### src/rtl/rx_stat_counters.sv
// Bank of wide receive-statistics counters with sticky overflow flags and an atomic
// two-beat (low/high) read port, optionally clearing the counter as its read is accepted.
module rx_stat_counters #(
  parameter int unsigned CNT_WIDTH = 48,
  parameter bit          CLR_ON_RD = 1'b0,
  parameter int unsigned NUM_CNT   = 18
) (
  input  logic               rxclk,
  input  logic               reset,
  input  logic [NUM_CNT-1:0] stat_inc_i,
  input  logic [3:0]         rx_byte_cnt_i,
  input  logic               clear_all_i,
  input  logic               rd_req_i,
  input  logic [4:0]         rd_addr_i,
  output logic               rd_busy_o,
  output logic               rd_valid_o,
  output logic               rd_last_o,
  output logic               rd_err_o,
  output logic [31:0]        rd_data_o,
  output logic [NUM_CNT-1:0] ovf_vec_o
);

  localparam int RsvIdx  = 13;
  localparam int ByteIdx = int'(NUM_CNT) - 1;
  localparam int HiW     = int'(CNT_WIDTH) - 32;

  typedef enum logic [1:0] {StIdle, StBeatLo, StBeatHi} rd_state_e;

  logic [NUM_CNT-1:0][CNT_WIDTH-1:0] cnt_q, cnt_d;
  logic [NUM_CNT-1:0]                ovf_q, ovf_d;

  rd_state_e       state_q;
  logic [HiW-1:0]  snap_hi_q;
  logic            rd_valid_q, rd_last_q, rd_err_q;
  logic [31:0]     rd_data_q;

  logic                 rd_acc, addr_err, clr_rd;
  logic [CNT_WIDTH-1:0] sel_cnt, inc_w, base_w;
  logic [CNT_WIDTH:0]   sum_w;

  assign rd_acc   = rd_req_i && (state_q == StIdle);
  assign addr_err = (rd_addr_i >= 5'(NUM_CNT)) || (rd_addr_i == 5'(RsvIdx));

  // Pre-edge value of the addressed counter; error addresses snapshot as zero.
  always_comb begin
    sel_cnt = '0;
    for (int i = 0; i < int'(NUM_CNT); i++) begin
      if (int'(rd_addr_i) == i && i != RsvIdx) begin
        sel_cnt = cnt_q[i];
      end
    end
  end

  always_comb begin
    cnt_d  = cnt_q;
    ovf_d  = ovf_q;
    inc_w  = '0;
    base_w = '0;
    sum_w  = '0;
    clr_rd = 1'b0;
    for (int i = 0; i < int'(NUM_CNT); i++) begin
      inc_w = '0;
      if (i == ByteIdx) begin
        if (stat_inc_i[i]) begin
          inc_w = {{(CNT_WIDTH-4){1'b0}}, rx_byte_cnt_i};
        end
      end else if (i != RsvIdx) begin
        inc_w = {{(CNT_WIDTH-1){1'b0}}, stat_inc_i[i]};
      end
      // Clear-on-read zeroes the base, so the same-edge increment still lands.
      clr_rd   = CLR_ON_RD && rd_acc && (int'(rd_addr_i) == i);
      base_w   = clr_rd ? '0 : cnt_q[i];
      sum_w    = {1'b0, base_w} + {1'b0, inc_w};
      cnt_d[i] = sum_w[CNT_WIDTH-1:0];
      ovf_d[i] = (ovf_q[i] && !clr_rd) || sum_w[CNT_WIDTH];
      if (clear_all_i) begin
        cnt_d[i] = '0;
        ovf_d[i] = 1'b0;
      end
    end
  end

  always_ff @(posedge rxclk or posedge reset) begin
    if (reset) begin
      cnt_q <= '0;
      ovf_q <= '0;
    end else begin
      cnt_q <= cnt_d;
      ovf_q <= ovf_d;
    end
  end

  always_ff @(posedge rxclk or posedge reset) begin
    if (reset) begin
      state_q    <= StIdle;
      snap_hi_q  <= '0;
      rd_valid_q <= 1'b0;
      rd_last_q  <= 1'b0;
      rd_err_q   <= 1'b0;
      rd_data_q  <= '0;
    end else begin
      unique case (state_q)
        StIdle: begin
          if (rd_acc) begin
            state_q    <= StBeatLo;
            snap_hi_q  <= sel_cnt[CNT_WIDTH-1:32];
            rd_valid_q <= 1'b1;
            rd_last_q  <= 1'b0;
            rd_err_q   <= addr_err;
            rd_data_q  <= sel_cnt[31:0];
          end else begin
            rd_valid_q <= 1'b0;
            rd_last_q  <= 1'b0;
            rd_err_q   <= 1'b0;
            rd_data_q  <= '0;
          end
        end
        StBeatLo: begin
          state_q    <= StBeatHi;
          rd_valid_q <= 1'b1;
          rd_last_q  <= 1'b1;
          rd_data_q  <= 32'(snap_hi_q);
        end
        StBeatHi: begin
          state_q    <= StIdle;
          rd_valid_q <= 1'b0;
          rd_last_q  <= 1'b0;
          rd_err_q   <= 1'b0;
          rd_data_q  <= '0;
        end
        default: begin
          state_q    <= StIdle;
          rd_valid_q <= 1'b0;
          rd_last_q  <= 1'b0;
          rd_err_q   <= 1'b0;
          rd_data_q  <= '0;
        end
      endcase
    end
  end

  assign rd_busy_o  = (state_q != StIdle);
  assign rd_valid_o = rd_valid_q;
  assign rd_last_o  = rd_last_q;
  assign rd_err_o   = rd_err_q;
  assign rd_data_o  = rd_data_q;
  assign ovf_vec_o  = ovf_q;

endmodule

### config.mk
export PLATFORM = sky130hd
export DESIGN_NAME = rx_stat_counters
export DESIGN_NICKNAME = d
export VERILOG_FILES = /design/src/rtl/rx_stat_counters.sv
export SDC_FILE = /design/constraint.sdc
export NUM_CORES = 2
export LEC_CHECK = 0
export CAP_MARGIN = 20
export CORE_UTILIZATION = 35
export CTS_CLUSTER_DIAMETER = 150
export DETAILED_ROUTE_END_ITERATION = 16
export GPL_TIMING_DRIVEN = 0
export PLACE_DENSITY = 0.59
export SLEW_MARGIN = 20
export SYNTH_ARGS = -nofsm -noshare
export SYNTH_HDL_FRONTEND = slang
export SYNTH_SLANG_ARGS = --single-unit
### constraint.sdc
create_clock -name rxclk -period 41.3 [get_ports rxclk]
set_clock_uncertainty 0.1 [all_clocks]
set_input_delay 4.13 -clock rxclk [delete_from_list [all_inputs] [get_ports rxclk]]
set_output_delay 4.13 -clock rxclk [all_outputs]
set_load 0.02 [all_outputs]
# Word-level counts from Yosys, hierarchy flattened
# Index checks and enable logic that the tools add are counted.
# word_totals
ff_bits	887
inputBits	31
out_inout_bits	54
wordCells	147
# op_classes
n_addsub	17
order_cmp	1
n_eq_ne	19
n_mux	62
reduce_logical	23
# op_table
operator	n
$mux 48	34
$add 48x1->49	16
$pmux 32 s2	1
$add 48x48->49	1
$eq 5x5->1 const B	9
$mux 32	1
$eq 5x4->1 const B	5
$mux 1	21
$logic_or 1x1->1	18
$eq 5x3->1 const B	2
$eq 5x2->1 const B	1
$ge 5x5->1 const B	1
$logic_not 5->1	1
$mux 4	1
$pmux 1 s2	2
$pmux 2 s2	1
$eq 2x1->1 const B	1
$logic_not 2->1	1
$mux 2	1
$ne 2x2->1 const B	1
$reduce_and 2->1	1
$reduce_bool 2->1	1
$logic_and 1x1->1	1

# Logic depth before layout (Yosys ltp)
# logic_depth
ltp_word	20
depth_mapped	11
ltp_nobuf	9

# Worst setup path before layout
# No wires, ideal clock.
# synth_path
kind	input to register
from	input port rd_addr_i[0]
to	register rd_data_q[20] (netlist: rd_data_o[20])
setup_time_ns	0.110
t_arrival_ns	6.030
required_ns	41.090
slack_ns	35.060
path_stages	10
path_buffers	4
path_cell_list	clkbuf_1 > or3b_2 > clkbuf_1 > nor2_1 > buf_2 > buf_1 > a22oi_1 > nand2_1 > nor3_1 > o41ai_1
# synth_via
elab_chain_cells	20
elab_cells_between_ends	36
classes_between	16 x eq/ne; 19 x mux; 1 x reduce/logical
# synth_rtl
element	line_no	rtl
start: declaration	14	input logic [4:0] rd_addr_i,
$logic_not 5->1	48	if (int'(rd_addr_i) == i && i != RsvIdx) begin
$mux 48 (16 in a row)	48	
$mux 48 *	48	
$mux 32 *	104	if (rd_acc) begin
$pmux 32 s2 *	102	unique case (state_q)
end signal: assignment	110	rd_data_q <= sel_cnt[31:0];
end signal: assignment	122	rd_data_q <= 32'(snap_hi_q);
end: declaration	35	logic [31:0] rd_data_q;
# Mark *: on every way between the ends. The rest lies on a longest branch, timed or not.
# A chain may end at the register's enable or synchronous reset.

# Final worst setup path
# layout_path
from	input port rd_addr_i[1]
to	register rd_data_q[0] (netlist: rd_data_o[0])
# The elaborated chain is that of the path after synthesis.

==> impl_metrics.py <==
metrics = {
    "status": {
        "status": "finished clean",
    },
    "floorplanning": {
        "start_util_pct": 35.3,
        "rows": 136,
        "die_area_mm2": 0.140,
        "die_h_um": 374,
        "io_pins": 85,
        "core_area_mm2": 0.137,
        "fp.dieW_um": 374,
    },
    "synthesis": {
        "yosysSeqAreaShare_pct": 45.8,
        "yosys-top-cells-count": "dfrtp_1 (886), nor2_1 (879), xor2_1 (379)",
        "syn_inst": 5410,
        "synth_top_area_share_pct": 45.8,
        "synth_seq_cells": 886,
        "yosys.cell_count.top_type": "dfrtp_1",
        "synth.area.top_cells": "dfrtp_1 (46%), xor2_1 (6.9%), nor2_1 (6.8%)",
        "avgSynthCellArea_um2": 8.95,
        "yosysUniqueCellTypes": 78,
        "yosysTopAreaCell": "dfrtp_1",
        "synthArstFlopShare_pct": 100,
        "syn_nets": 5478,
        "synth_ff_type": "dfrtp_1",
        "synth_edf_count": 0,
        "synth_warnings": 0,
        "syn_area_mm2": 0.0484,
    },
    "drt": {
        "drt-wirelength-per-cell_um": 31.7,
        "dr.pass1.iters": 7,
        "dr_total_vias": 46200,
        "routed_wl_um": 237000,
        "drtIter0Drc": 5826,
        "antenna_left": 0,
        "vias_per_cell": 6.16,
        "drc_errors": 0,
    },
    "worst_setup_path": {
        "path_cells": "clkdlybuf4s50_1 > buf_2 > clkbuf_1 > nand2_1 > nor2_1 > buf_2 > buf_1 > a221oi_1 > a31oi_1 > nor2_1 > o21ai_0",
        "crit_fanout": 10,
        "critPathRequiredTime_ns": 41.77,
        "crit_type": "in2reg",
        "slowest_delay_ns": 0.89,
        "cp_num_buf_inv": 5,
        "critPathSlowestCell": "buf_1",
        "arrival_ns": 9.72,
        "cp-end-kind": "register",
        "cp_top_family": "buffers and inverters",
        "cp-start-kind": "input pin",
    },
    "grt": {
        "grt-ovfl-total": 0,
        "gr-usage-met3_pct": 7.24,
        "grt_max_degree": 102,
        "grtUsageMet1_pct": 43.1,
        "gr-max-usage-layer": "met2",
        "first_global_vias": 42600,
        "track_usage_pct": 33.2,
        "grt_use_met2_pct": 50.2,
        "grt_pass1_wl_um": 330000,
        "antenna_found_initial": 26,
    },
    "placement": {
        "hpwlAfterDp_um": 184000,
        "place_area_mm2": 0.0520,
        "numPortBuffers": 81,
        "gp_congestion": 1.07,
    },
    "final_layout": {
        "finalNetCount": 5684,
        "fill_cells": 13800,
        "final_cell_area_mm2": 0.0555,
        "drive_gt1_share_pct": 5.32,
        "syn_to_final_growth_pct": 14.7,
    },
    "clock_tree": {
        "clk_latency_ns": 0.78,
        "cts_tree": "yes",
        "h-tree-depth": 3,
        "clkTransAtPathRegs_ns": 0.06,
        "cts_buffers": 104,
        "cts_resized": 0,
        "cts_buffer_depth": 3,
        "cts_setup_buffers": 0,
        "clock-sinks": 886,
        "hold_buffers": 0,
        "cts_root_buf": "clkbuf_16",
    },
    "timing": {
        "fmax_mhz": 108,
        "finalHoldViolations": 0,
        "slew_headroom_pct": 16.4,
        "worst_pin_slew_ns": 1.24,
        "final_max_slew_viol_count": 0,
        "finalCritPeriodShare_pct": 22.4,
        "layout_min_cycle_time_ns": 9.25,
        "setup_viol": 0,
        "rsz0062_at_grt": "false",
    },
    "power_and_ir_drop": {
        "leakage_nw": 21.9,
        "peakVddDrop_mv": 0.0367,
        "total_power_mw": 2.00,
        "p_per_area_mw_per_mm2": 36.0,
    },
    "flow_run": {
        "maxCapViolCount": 0,
    },
    "hold_path": {
        "min_path_type": "reg2reg",
    },
}
-- logic make-up after synthesis --
| kind of cell | after synthesis | synth area share [%] |
|---|---|---|
| compound gates | 817 | 10.8 |
| xor+xnor | 681 | 12.3 |
| fa+ha+maj | 37 | 0.971 |
| buf+inv | 399 | 3.19 |
| flops | 886 | 45.8 |
| mux | 40 | 0.860 |
| other cells | 1 | 0.00774 |
| simple gates | 2549 | 26.1 |
-- routing by layer --
layer  vias to the layer above  share of wire (%)
met5                         -              0.033
met4                        12                7.7
met3                       689                9.0
met2                      2567                 43
met1                     23300                 40
li1                      19600                  -
-- final timing paths --
check                           slack [ns]  cells past startpoint            end    startpoint
worst max-delay path                 32.05                     11   rd_data_o[0]  rd_addr_i[1]
worst min-delay path                  0.40                      1     rd_valid_o    state_q[1]
worst max register to register       36.33                      6  rd_data_o[20]    state_q[1]
worst min register to register        0.40                      1     rd_valid_o    state_q[1]
max in group asynchronous            35.27                      5     cnt_q[252]         reset
min in group asynchronous             3.79                      2     cnt_q[600]         reset
-- placed cells by master, fill, tap and decap left out, drive strengths merged, types with 16 or more instances in the layout --
cell type / count
a211oi: 22
a21oi: 222
a221o: 20
a221oi: 46
a22oi: 94
a31oi: 17
and2: 31
and3: 126
and4: 82
buf: 75
clkbuf: 397
clkdlybuf4s50: 81
clkinv: 16
dfrtp: 886
ha: 36
inv: 109
mux2i: 27
nand2: 355
nand3: 305
nand4: 230
nor2: 879
nor2b: 54
nor3: 178
nor4: 102
o21ai: 214
o221ai: 21
o22ai: 43
or2: 18
or3: 113
or4: 16
xnor2: 302
xor2: 379
-- state kept, by name, indices dropped and copies added (netlist names) --
register and cells:
cnt_q 768, base_w 48, rd_data_o 32, ovf_vec_o 17, snap_hi_q 16, state_q 2, rd_err_o 1, rd_last_o 1
rd_valid_o 1
-- area by class of cell --
cell class | count | area [µm²] | share of cell area [%]
repair buffers | 100 | 1160 | 2.09
diodes | 9 | 22.5 | 0.0405
plain buffers | 292 | 1160 | 2.10
flip-flops and latches | 886 | 22200 | 39.9
clock buffers | 161 | 3140 | 5.65
clock inverters | 27 | 373 | 0.671
inverters | 107 | 409 | 0.737
multi-input cells | 4125 | 24900 | 44.8
well taps | 1794 | 2240 | 4.04
-- through the flow --
step | worst slack (ns) | utilization (%) | TNS, ns | std cells | hold slack, ns
after floorplan | 12.17 | - | 0 | 5410 | 0.340
after global placement | -0.359 | 37.5 | -126.29 | 7285 | 0.372
after detailed placement | 31.67 | 37.9 | 0 | 7303 | 0.388
after CTS | 32.51 | 40.4 | 0 | 7491 | 0.396
after global routing | 32.27 | 40.4 | 0 | 7493 | 0.428
final | 32.05 | 40.4 | 0 | 7501 | 0.397
-- worst reg2reg max path, cell delays in order, from the launching register on --
cell and delay [ns]:
dfrtp_1 0.41, or3b_2 0.53, clkbuf_1 0.35, nor2_1 0.86, clkbuf_1 0.71, o21ai_0 0.72
o41ai_2 1.05
-- where the power goes --
part / switching [mW] / internal [mW]
clock: 0.407 / 0.554
sequential: 0.00956 / 0.878
combinational: 0.118 / 0.0351
No activity file was read; power rests on OpenSTA's default activity.
